## src/rtl/ctrl_pkg.sv

```systemverilog
// Shared types and constants for the multi-cycle control FSM:
// state / opcode-class encodings, opcode values and datapath mux selects.
package ctrl_pkg;

    typedef enum logic [2:0] {
        S_IDLE      = 3'd0,
        S_FETCH     = 3'd1,
        S_DECODE    = 3'd2,
        S_EXECUTE   = 3'd3,
        S_MEMORY    = 3'd4,
        S_WRITEBACK = 3'd5,
        S_HALT      = 3'd6
    } state_t;

    typedef enum logic [2:0] {
        CLS_OP     = 3'd0,
        CLS_OP_IMM = 3'd1,
        CLS_LOAD   = 3'd2,
        CLS_STORE  = 3'd3,
        CLS_BRANCH = 3'd4,
        CLS_JAL    = 3'd5,
        CLS_SYSTEM = 3'd6
    } op_class_t;

    localparam logic [6:0] OPC_OP     = 7'b0110011;
    localparam logic [6:0] OPC_OP_IMM = 7'b0010011;
    localparam logic [6:0] OPC_LOAD   = 7'b0000011;
    localparam logic [6:0] OPC_STORE  = 7'b0100011;
    localparam logic [6:0] OPC_BRANCH = 7'b1100011;
    localparam logic [6:0] OPC_JAL    = 7'b1101111;
    localparam logic [6:0] OPC_SYSTEM = 7'b1110011;

    localparam logic [1:0] ALU_TO_PRF         = 2'd0;
    localparam logic [1:0] DATA_OUT_TO_PRF    = 2'd1;
    localparam logic [1:0] INSTRUCTION_TO_PRF = 2'd2;

    localparam logic PC_PLUS4    = 1'b0;
    localparam logic PC_PLUS_IMM = 1'b1;
    localparam logic ADDR_PC     = 1'b0;
    localparam logic ADDR_ALU    = 1'b1;

endpackage

```

## src/rtl/opcode_decoder.sv

```systemverilog
// Combinational opcode classifier; unknown opcodes report legal=0 with class OP.
module opcode_decoder
    import ctrl_pkg::*;
(
    input  logic [6:0] opcode,
    output op_class_t  op_class,
    output logic       legal
);

    always_comb begin
        op_class = CLS_OP;
        legal    = 1'b1;
        case (opcode)
            OPC_OP:     op_class = CLS_OP;
            OPC_OP_IMM: op_class = CLS_OP_IMM;
            OPC_LOAD:   op_class = CLS_LOAD;
            OPC_STORE:  op_class = CLS_STORE;
            OPC_BRANCH: op_class = CLS_BRANCH;
            OPC_JAL:    op_class = CLS_JAL;
            OPC_SYSTEM: op_class = CLS_SYSTEM;
            default:    legal    = 1'b0;
        endcase
    end

endmodule

```

## src/rtl/multicycle_ctrl.sv

```systemverilog
// Multi-cycle control FSM: fetch / decode / execute / memory / writeback
// sequencing with retired-instruction counter and sticky halt flags.
module multicycle_ctrl
    import ctrl_pkg::*;
#(
    parameter int CNT_W = 32
) (
    input  logic             clk,
    input  logic             rst_n,
    input  logic             start,
    input  logic [6:0]       opcode,
    input  logic             branch_cond,
    input  logic             mem_ready,
    output logic             ir_we,
    output logic             pc_we,
    output logic             pc_sel,
    output logic             alu_src_b,
    output logic             mem_req,
    output logic             mem_we,
    output logic             mem_addr_sel,
    output logic             rf_we,
    output logic [1:0]       wb_sel,
    output logic             halted,
    output logic             illegal,
    output logic [CNT_W-1:0] instr_count,
    output logic [2:0]       state_o
);

    state_t    state, state_next;
    op_class_t op_class, dec_class;
    logic      dec_legal;
    logic      retire;

    opcode_decoder u_dec (
        .opcode   (opcode),
        .op_class (dec_class),
        .legal    (dec_legal)
    );

    always_ff @(posedge clk or negedge rst_n) begin
        if (!rst_n) begin
            state       <= S_IDLE;
            op_class    <= CLS_OP;
            halted      <= 1'b0;
            illegal     <= 1'b0;
            instr_count <= '0;
        end else begin
            state <= state_next;
            if (state == S_DECODE) begin
                op_class <= dec_class;
                if (!dec_legal)
                    illegal <= 1'b1;
            end
            if (state_next == S_HALT)
                halted <= 1'b1;
            if (retire)
                instr_count <= instr_count + CNT_W'(1);
        end
    end

    always_comb begin
        state_next   = state;
        retire       = 1'b0;
        ir_we        = 1'b0;
        pc_we        = 1'b0;
        pc_sel       = PC_PLUS4;
        alu_src_b    = 1'b0;
        mem_req      = 1'b0;
        mem_we       = 1'b0;
        mem_addr_sel = ADDR_PC;
        rf_we        = 1'b0;
        wb_sel       = ALU_TO_PRF;
        case (state)
            S_IDLE: begin
                if (start)
                    state_next = S_FETCH;
            end
            S_FETCH: begin
                mem_req      = 1'b1;
                mem_addr_sel = ADDR_PC;
                if (mem_ready) begin
                    ir_we      = 1'b1;
                    state_next = S_DECODE;
                end
            end
            S_DECODE: begin
                if (!dec_legal || dec_class == CLS_SYSTEM)
                    state_next = S_HALT;
                else
                    state_next = S_EXECUTE;
            end
            S_EXECUTE: begin
                alu_src_b = (op_class == CLS_OP_IMM) || (op_class == CLS_LOAD) ||
                            (op_class == CLS_STORE);
                case (op_class)
                    CLS_LOAD, CLS_STORE: state_next = S_MEMORY;
                    CLS_BRANCH: begin
                        pc_we      = 1'b1;
                        pc_sel     = branch_cond;
                        retire     = 1'b1;
                        state_next = S_FETCH;
                    end
                    default: state_next = S_WRITEBACK;
                endcase
            end
            S_MEMORY: begin
                // Request attributes depend only on the latched class, so they
                // stay constant for the whole handshake.
                mem_req      = 1'b1;
                mem_addr_sel = ADDR_ALU;
                mem_we       = (op_class == CLS_STORE);
                if (mem_ready) begin
                    if (op_class == CLS_STORE) begin
                        pc_we      = 1'b1;
                        pc_sel     = PC_PLUS4;
                        retire     = 1'b1;
                        state_next = S_FETCH;
                    end else begin
                        state_next = S_WRITEBACK;
                    end
                end
            end
            S_WRITEBACK: begin
                rf_we = 1'b1;
                case (op_class)
                    CLS_LOAD: wb_sel = DATA_OUT_TO_PRF;
                    CLS_JAL:  wb_sel = INSTRUCTION_TO_PRF;
                    default:  wb_sel = ALU_TO_PRF;
                endcase
                pc_we      = 1'b1;
                pc_sel     = (op_class == CLS_JAL) ? PC_PLUS_IMM : PC_PLUS4;
                retire     = 1'b1;
                state_next = S_FETCH;
            end
            S_HALT: state_next = S_HALT;
            default: state_next = S_IDLE;
        endcase
    end

    assign state_o = state;

endmodule

```

## config.mk

```make
export PLATFORM = sky130hd
export DESIGN_NAME = multicycle_ctrl
export DESIGN_NICKNAME = d
export VERILOG_FILES = /design/src/rtl/ctrl_pkg.sv /design/src/rtl/opcode_decoder.sv /design/src/rtl/multicycle_ctrl.sv
export SDC_FILE = /design/constraint.sdc
export NUM_CORES = 1
export LEC_CHECK = 0
export ABC_AREA = 1
export CAP_MARGIN = 20
export CORE_ASPECT_RATIO = 0.75
export CORE_MARGIN = 2
export CORE_UTILIZATION = 50
export CTS_BUF_LIST = sky130_fd_sc_hd__clkbuf_8
export DETAILED_ROUTE_END_ITERATION = 6
export PLACE_DENSITY = 0.76
export SLEW_MARGIN = 20
export SYNTH_ARGS = -nofsm -noshare
export SYNTH_HDL_FRONTEND = slang
export SYNTH_SLANG_ARGS = --single-unit
```

## constraint.sdc

```tcl
create_clock -name clk -period 5 [get_ports clk]
set_clock_uncertainty 0.1 [all_clocks]
set_input_delay 0.5 -clock clk [delete_from_list [all_inputs] [get_ports clk]]
set_output_delay 0.5 -clock clk [all_outputs]
set_load 0.1 [all_outputs]
```

==> flow_summary_export.csv, run 1 <==
group,metric,value,unit
global_routing,grt_pass1_vias,2355,
setup_path,r2r_start,"instr_count[0]",
clock_tree,cts_sinks,40,
global_routing,grt_usage,0.246,
final_layout,finalNonFillerCells,532,
die,core_area,0.00498,mm^2
clock_tree,numCtsBuffers,5,
final_layout,design_area,0.00335,mm^2
setup_path,cp_slowest_cell,"clkdlybuf4s50_1",
pwr,sequentialPowerShare,0.299,
detailed_routing,drcViolationCount,0,
detailed_routing,dr.pass1.iters,5,
setup_path,crit_path_max_fanout,33,
flow_run,maxCapViolations,0,
synth,synthDistinctLibCells,26,
place,io_buffers,58,
clock_tree,cts_root_buffer,"clkbuf_8",
timing,drv_slew,0,
place,dp_cells,524,
clock_tree,cts_buffer_depth,2,
final_layout,antennaDiodeCount,0,
place,gp_congestion,0.937,
setup_path,worst-endpoint-required,4.40,ns
setup_path,worstSetupEndpointType,"output pin",
timing,fin_crit_sh,0.679,
setup_path,max_stage_delay,1.21,ns
timing,rsz0062_at_grt,"no",
pwr,switching_share,0.536,
timing,tightest_slew,0.993,ns
timing,final-setup-viol-count,0,
setup_path,cp.arrival,2.80,ns
die,die_x,87.7,um
clock_tree,htree_levels,2,
pwr,power,0.00146,W
clock_tree,cts_tree,"built",
synth,syn_area,0.00263,mm^2
pwr,p_comb_frac,0.523,
die,ios,59,
die,die_h,66.8,um
setup_path,critPathKind,"in2out",
timing,hold_violations,0,
pwr,ir_drop,0.248,mV
die,rows,22,
final_layout,areaGrowthSynthToFinish,27.6,%
hold_path,hp-class,"in2async",
global_routing,grt_pass1_wl,11.1,mm
timing,fin_setup_tns,0,ns
detailed_routing,ant_nets,0,
timing,max_freq,0.294,GHz
synth,synth.net_count,412,
final_layout,drive_above_1_share,0.0565,
final_layout,seq_area,0.00100,mm^2
final_layout,multiInputGateArea,0.00145,mm^2
die,start_util,0.527,
synth,synthCells,399,
place,placed_area,0.00324,mm^2
pwr,p_clk_frac,0.178,
clock_tree,cts_setup_buffers,0,
detailed_routing,vias,2674,
detailed_routing,drt_iter0_drc,176,
setup_path,cp_common_cell,"clkdlybuf4s50_1",
place,dpl.hpwl,5.11,mm
timing,relSlewSlack,0.336,
pwr,p_switching,0.000783,W
status,status,"finished clean",
pwr,power_density,436,mW/mm^2
synth,synth-seq-cells,40,
detailed_routing,vias_per_cell,5.03,
setup_path,startpoint_type,"input port",
global_routing,gr-total-overflow,0,
pwr,intPower,0.000678,W
global_routing,grt_max_degree,41,
detailed_routing,wl_per_cell,12.6,um
timing,hold-worst-slack,0.216,ns
global_routing,antenna_found_initial,0,
detailed_routing,wl,6.69,mm
synth,yosysWarnings,0,
clock_tree,cts_resized,0,
clock_tree,clkLatencyLatePin,0.30,ns
setup_path,critPathLaunch,"mem_ready",
timing,fin_crit,3.40,ns
die,die-area,0.00585,mm^2
final_layout,final_nets,472,
synth,syn_area_per_cell,6.58,um^2
synth,ys_seq_area_frac,0.381,
clock_tree,ctsHoldBuffers,0,
setup_path,crit_chain,"clkdlybuf4s50_1 -> inv_1 -> nor2_1 -> nand2_1 -> nand2_4 -> clkdlybuf4s50_1",
final_layout,n_fill_cell,477,
clock_tree,clk_pin_slew_worst_paths,0.08,ns
pwr,leakage,1.46,nW
[metal layers]
layer	share of wire	GRT usage	wire length, um
met1	0.52	0.375	3500
met2	0.42	0.362	2790
met3	0.051	0.0434	339
met4	0.0082	0.0519	55
met5	0	0	0
[final timing paths]
check	slack [ns]	cells past startpoint	end
worst max-delay path	1.60	6	pc_we
worst min-delay path	0.22	1	halted
worst max register to register	3.01	10	instr_count[30]
worst min register to register	0.37	2	halted
max in group asynchronous	4.03	1	instr_count[12]
min in group clk	0.37	2	halted
[cell families after synthesis]
group / Yosys count / synth area share
adder cells (fa/ha/maj): 1 / 0.00476
flip-flops: 40 / 0.381
buffers and inverters: 38 / 0.0657
XOR/XNOR: 14 / 0.0467
AND/OR/NAND/NOR: 289 / 0.464
AO/OA/AOI/OAI: 17 / 0.0376
[synth_stat cells, drive strengths merged]
| cell | number | area share |
|---|---|---|
| ha | 1 | 0.0048 |
| nand2 | 184 | 0.27 |
| buf | 5 | 0.019 |
| nor3 | 5 | 0.016 |
| nand3b | 12 | 0.034 |
| xor2 | 7 | 0.023 |
| a41oi | 1 | 0.0033 |
| dfrtp | 40 | 0.38 |
| nor2 | 72 | 0.11 |
| inv | 33 | 0.047 |
| nand4 | 3 | 0.0071 |
| o21ai | 15 | 0.031 |
| xnor2 | 7 | 0.023 |
| nand3 | 13 | 0.027 |
| o21bai | 1 | 0.0029 |
[flip-flops by register name, summed over array words and instances (netlist names)]
register,flops
halted,1
illegal,1
instr_count,32
op_class,3
state_o,3
[stage by stage]
stage	setup slack (ns)	util
6_report	1.60	0.673
3_5_place_dp	1.62	0.651
4_1_cts	1.61	0.673
2_1_floorplan	0.0688	-
5_1_grt	1.48	0.673
3_3_place_gp	1.62	0.651
[power groups by stage]
| stage | registers (W) | logic [W] | clock network (W) |
|---|---|---|---|
| after CTS | 0.000437 | 0.000765 | 0.000265 |
| after detailed placement | 0.000443 | 0.000763 | 0 |
| after global routing | 0.000446 | 0.000804 | 0.000276 |
| final | 0.000437 | 0.000763 | 0.000260 |
| after global placement | 0.000438 | 0.000757 | 0 |
| after floorplan | 0.000691 | 0.000357 | 0 |
[worst max-delay path, delay by kind of cell]
| kind | cells | cell delay (ns) |
|---|---|---|
| AND/OR/NAND/NOR | 3 | 0.54 |
| buffers and inverters | 3 | 1.73 |
[cell type report]
type	count	share of cell area
multi-input cells	321	0.434
flip-flops and latches	40	0.299
repair buffers	58	0.172
inverters	33	0.0370
well taps	72	0.0269
clock buffers	5	0.0205
clock inverters	3	0.0116
[cells in the final DEF (no fill, tap or decap), types with 7 or more instances in the layout]
cell	n
dfrtp_1	40
inv_1	32
clkdlybuf4s50_1	57
nor2_1	66
nand2_1	179
xnor2_1	7
nand3b_1	12
o21ai_0	11
xor2_1	7
nand3_1	12
Note: power is estimated with default switching activity, not from simulation.
==> run 2: changes to the inputs <==
- CORE_UTILIZATION: 50 -> 47
- PLACE_DENSITY: 0.76 -> 0.75
- clock period: 5 -> 2.9 ns (I/O delays scaled with it)
==> flow_summary_export.csv, run 2 (synthesis gave the netlist of run 1 again) <==
group,metric,value,unit
clock_tree,cts_root_buffer,"clkbuf_8",
setup_path,regToRegSetupSlack,0.83,ns
global_routing,grt_pass1_wl,11.8,mm
die,die-area,0.00621,mm^2
clock_tree,htree_levels,2,
die,start_util,0.491,
global_routing,antenna_found_initial,0,
status,status,"finished clean",
pwr,p_switching,0.00139,W
detailed_routing,ant_nets,0,
pwr,intPower,0.00108,W
final_layout,finalNonFillerCells,535,
setup_path,critPathKind,"reg2out",
timing,fin_crit,2.25,ns
final_layout,n_fill_cell,530,
place,dp_cells,527,
setup_path,cp_slowest_cell,"dfrtp_4",
setup_path,r2r_end,"instr_count[25]",
clock_tree,numCtsBuffers,5,
setup_path,cp.arrival,1.86,ns
die,die_h,68.7,um
final_layout,areaGrowthSynthToFinish,24.9,%
timing,max_freq,0.444,GHz
global_routing,grt.busiest_layer,"met2",
final_layout,seq_area,0.00101,mm^2
global_routing,grt_pass1_vias,2449,
setup_path,crit_chain,"inv_4 -> nand3_2 -> nor2_2 -> nor2_2 -> nand2_4 -> buf_12",
die,ios,59,
setup_path,ff2ff_path_depth,8,
pwr,sequentialPowerShare,0.316,
final_layout,final_nets,472,
timing,hold_violations,0,
clock_tree,cts_buffer_depth,2,
die,die_x,90.3,um
clock_tree,clkLatencyLatePin,0.30,ns
final_layout,final_common_cell,"nand2_1",
place,placed_area,0.00319,mm^2
global_routing,grt_max_degree,41,
timing,rsz0062_at_grt,"no",
pwr,leakage,1.54,nW
timing,tightest_slew,0.880,ns
detailed_routing,wl_per_cell,13.0,um
setup_path,crit_buf_inv,2,
pwr,p_comb_frac,0.536,
clock_tree,ctsHoldBuffers,0,
global_routing,use_met2,0.391,
final_layout,multiInputGateArea,0.00149,mm^2
clock_tree,clk_pin_slew_worst_paths,0.08,ns
setup_path,cp_common_cell,"nor2_2",
place,gp_congestion,0.930,
setup_path,crit_family,"simple AND/OR/NAND/NOR gates",
timing,fin_setup_tns,0,ns
detailed_routing,wl,6.94,mm
die,rows,23,
pwr,ir_drop,0.450,mV
die,core_area,0.00535,mm^2
final_layout,top_register,"instr_count",
setup_path,max_stage_delay,0.52,ns
pwr,p_clk_frac,0.148,
global_routing,grt_usage,0.243,
clock_tree,cts_sinks,40,
pwr,switching_share,0.561,
detailed_routing,dr.pass1.iters,4,
place,io_buffers,58,
place,dpl.hpwl,5.45,mm
timing,fin_crit_sh,0.776,
global_routing,gr-usage-met1,0.355,
flow_run,maxCapViolations,0,
setup_path,startpoint_type,"flop",
detailed_routing,vias,2607,
timing,relSlewSlack,0.413,
detailed_routing,vias_per_cell,4.87,
pwr,power_density,752,mW/mm^2
detailed_routing,drt_iter0_drc,150,
timing,fin_ws,0.650,ns
timing,final-setup-viol-count,0,
final_layout,antennaDiodeCount,0,
clock_tree,cts_tree,"built",
clock_tree,cts_setup_buffers,0,
detailed_routing,drcViolationCount,0,
final_layout,layout_common_cells,"179 x nand2_1, 64 x nor2_1, 46 x buf_4, 37 x dfrtp_1, 31 x inv_1",
setup_path,r2r_start,"state_o[2]",
clock_tree,cts_resized,0,
hold_path,hp-class,"in2async",
setup_path,worst-endpoint-required,2.51,ns
final_layout,design_area,0.00328,mm^2
global_routing,grtUsageMet3,0.0359,
final_layout,drive_above_1_share,0.178,
setup_path,crit_path_max_fanout,33,
timing,drv_slew,0,
setup_path,worstSetupEndpointType,"output pin",
final_layout,largest_reg_flops,32,
place,dp_slack,0.755,ns
global_routing,gr-total-overflow,0,
==> run 2: worst register-to-register path, stage by stage (launching register included) <==
cell     delay, ns
dfrtp_4       0.52
inv_4         0.11
nand3_2       0.12
nor2_2        0.18
nor2_2        0.06
nand2_4       0.33
inv_2         0.32
nand2_1       0.15
nand2_1       0.07
==> run 2: metrics by stage <==
stage                      util  hold slack [ns]  power (W)
after floorplan               -           -0.106    0.00185
after global placement    0.597            0.358    0.00210
after detailed placement  0.597            0.364    0.00211
after CTS                 0.613           0.0484    0.00248
after global routing      0.613           0.0866    0.00258
final                     0.613          0.00984    0.00247
==> run 2: worst max path at each step <==
stage | slack (ns) | cells past startpoint | startpoint | endpoint
floorplan | -0.10 | 4 | state_o[0] | pc_sel
global placement | 0.81 | 8 | mem_ready | instr_count[6]
detailed placement | 0.75 | 8 | mem_ready | instr_count[5]
CTS | 0.66 | 6 | state_o[2] | pc_we
global route | 0.56 | 6 | op_class[2] | pc_we
finish | 0.65 | 6 | state_o[2] | pc_we
==> run 2: layer usage <==
layer / part of all wire / up-vias
met5: 0 / -
li1: - / 1350
met1: 0.51 / 1192
met4: 0.0030 / 0
met2: 0.43 / 62
met3: 0.056 / 3
==> run 2: area by class of cell <==
cell class | count | area share
clock buffer | 5 | 0.0210
sequential | 40 | 0.309
timing repair buffer | 58 | 0.143
tap | 75 | 0.0286
inverter | 33 | 0.0393
multi-input combinational | 321 | 0.454
clock inverter | 3 | 0.00496
==> run 2: power by group through the flow <==
| stage | Clock [W] | Sequential, W | Combinational, W |
|---|---|---|---|
| 2_1_floorplan | 0 | 0.00122 | 0.000634 |
| 3_3_place_gp | 0 | 0.000786 | 0.00131 |
| 3_5_place_dp | 0 | 0.000791 | 0.00132 |
| 4_1_cts | 0.000374 | 0.000779 | 0.00132 |
| 5_1_grt | 0.000389 | 0.000797 | 0.00139 |
| 6_report | 0.000365 | 0.000781 | 0.00132 |
==> run 3: changes to the inputs <==
- CORE_UTILIZATION: 47 -> 50
- PLACE_DENSITY: 0.75 -> 0.76
- clock period: 2.9 -> 2.15 ns (I/O delays scaled with it)
==> flow_summary_export.csv, run 3 (synthesis gave the netlist of run 1 again) <==
group,metric,value,unit
die,die-area,0.00585,mm^2
timing,rsz0062_at_grt,"no",
global_routing,grt_max_degree,41,
setup_path,critPathLaunch,"state_o[1]",
place,dp_slack,0.191,ns
clock_tree,cts_tree,"built",
setup_path,cp_slowest_cell,"dfrtp_4",
setup_path,r2r_end,"instr_count[30]",
die,core_area,0.00498,mm^2
place,io_buffers,58,
detailed_routing,vias_per_cell,5.06,
pwr,power_density,1050,mW/mm^2
pwr,leakage,1.64,nW
flow_run,maxCapViolations,0,
setup_path,regToRegSetupSlack,0.21,ns
clock_tree,htree_levels,2,
clock_tree,clkLatencyLatePin,0.30,ns
setup_path,crit_buf_inv,2,
setup_path,worst-endpoint-required,1.84,ns
die,ios,59,
place,gp_congestion,0.944,
final_layout,areaGrowthSynthToFinish,35.8,%
setup_path,critPathCapture,"wb_sel[0]",
die,die_h,66.8,um
timing,fin_crit,2.02,ns
pwr,p_switching,0.00198,W
detailed_routing,vias,2730,
die,start_util,0.527,
setup_path,ff2ff_path_depth,10,
place,dpl.hpwl,5.14,mm
die,die_x,87.7,um
setup_path,cp.depth,4,
global_routing,grt_pass1_wl,11.0,mm
pwr,switching_share,0.528,
timing,fin_ws,0.132,ns
hold_path,hp-class,"reg2reg",
pwr,ir_drop,0.590,mV
final_layout,top_register,"instr_count",
setup_path,crit_chain,"nor3_4 -> inv_2 -> nor3_4 -> buf_12",
global_routing,grt_usage,0.246,
status,status,"finished clean",
timing,relSlewSlack,0.408,
setup_path,startpoint_type,"flop",
pwr,power,0.00376,W
setup_path,worstSetupEndpointType,"output pin",
pwr,p_comb_frac,0.554,
timing,final-setup-viol-count,0,
timing,fin_crit_sh,0.938,
clock_tree,cts_sinks,40,
detailed_routing,wl,6.96,mm
final_layout,final_nets,479,
pwr,p_clk_frac,0.164,
global_routing,antenna_found_initial,0,
final_layout,antennaDiodeCount,0,
setup_path,cp.arrival,1.70,ns
setup_path,critPathKind,"reg2out",
pwr,intPower,0.00177,W
place,dp_cells,525,
timing,drv_slew,0,
final_layout,finalNonFillerCells,539,
setup_path,crit_family,"flip-flops",
detailed_routing,drcViolationCount,0,
timing,hold_violations,0,
setup_path,r2r_start,"instr_count[0]",
pwr,sequentialPowerShare,0.282,
clock_tree,numCtsBuffers,5,
final_layout,final_common_cell,"nand2_1",
detailed_routing,ant_nets,0,
die,rows,22,
clock_tree,cts_root_buffer,"clkbuf_8",
global_routing,grt_pass1_vias,2335,
timing,max_freq,0.496,GHz
setup_path,crit_path_max_fanout,6,
final_layout,largest_reg_flops,32,
detailed_routing,wl_per_cell,12.9,um
detailed_routing,dr.pass1.iters,4,
timing,tightest_slew,0.889,ns
clock_tree,cts_buffer_depth,2,
detailed_routing,drt_iter0_drc,202,
global_routing,gr-total-overflow,0,
clock_tree,clk_pin_slew_worst_paths,0.08,ns
final_layout,layout_common_cells,"175 x nand2_1, 61 x nor2_1, 41 x buf_4, 36 x dfrtp_1, 28 x inv_1",
final_layout,drive_above_1_share,0.214,
setup_path,max_stage_delay,0.54,ns
setup_path,cp_common_cell,"nor3_4",
-- run 3: worst reg2reg max path, cell delays in order (launching register included) --
cell and delay, ns:
dfrtp_2 0.44, ha_1 0.26, inv_1 0.10, nor2_4 0.21, nand2_1 0.22, nor2_2 0.22
nand2_1 0.08, nand2_1 0.06, nand2_1 0.05, nand2_1 0.05, nand2_1 0.05
-- run 3: metrics by stage --
stage / cell area, um^2 / TNS (ns) / hold WS, ns / util
finish: 3570 / 0 / 0.365 / 0.716
global placement: 3380 / 0 / 0.286 / 0.678
CTS: 3510 / 0 / 0.373 / 0.704
global route: 3570 / 0 / 0.392 / 0.716
floorplan: 2760 / -10.74 / -0.181 / -
detailed placement: 3380 / 0 / 0.291 / 0.678
-- run 3: power groups by stage --
stage               combinational [W]  clock (W)  sequential [W]
global route                  0.00218   0.000657         0.00108
CTS                           0.00200   0.000630         0.00106
finish                        0.00208   0.000618         0.00106
floorplan                    0.000962          0         0.00165
detailed placement            0.00198          0         0.00107
global placement              0.00196          0         0.00107
-- run 3: how the worst min path moves through the flow --
stage / startpoint / to / slack (ns) / cells past startpoint
after floorplan: rst_n / halted / -0.18 / 0
after global placement: rst_n / halted / 0.29 / 1
after detailed placement: rst_n / state_o[1] / 0.29 / 1
after CTS: halted / halted / 0.37 / 2
after global routing: halted / halted / 0.39 / 2
final: halted / halted / 0.37 / 2
-- run 3: cell type report --
type	count	area, um^2
clock buffer	5	68.8
clock inverter	3	42.5
fill	413	1420
inverter	33	134
multi-input combinational	322	1570
sequential	40	1010
tap	72	90.1
timing repair buffer	64	643
-- run 3: routing by layer --
metal / routed length [um] / track usage / part of all wire / vias up
li1: - / - / - / 1368
met1: 3490 / 0.385 / 0.50 / 1268
met2: 3000 / 0.347 / 0.43 / 90
met3: 440 / 0.0409 / 0.063 / 4
met4: 38 / 0.0635 / 0.0055 / 0
met5: 0 / 0 / 0 / -
-- run 3: what timing repair did --
| item | in CTS | in global routing |
|---|---|---|
| setup buffers | 0 | 4 |
| resized for setup | 1 | 3 |
| endpoints found under the hold margin | 40 | 0 |
| setup endpoints to repair | 1 | 2 |
| hold buffers | 1 | 0 |
| pin swaps | 0 | 1 |
| gates cloned | 0 | 1 |
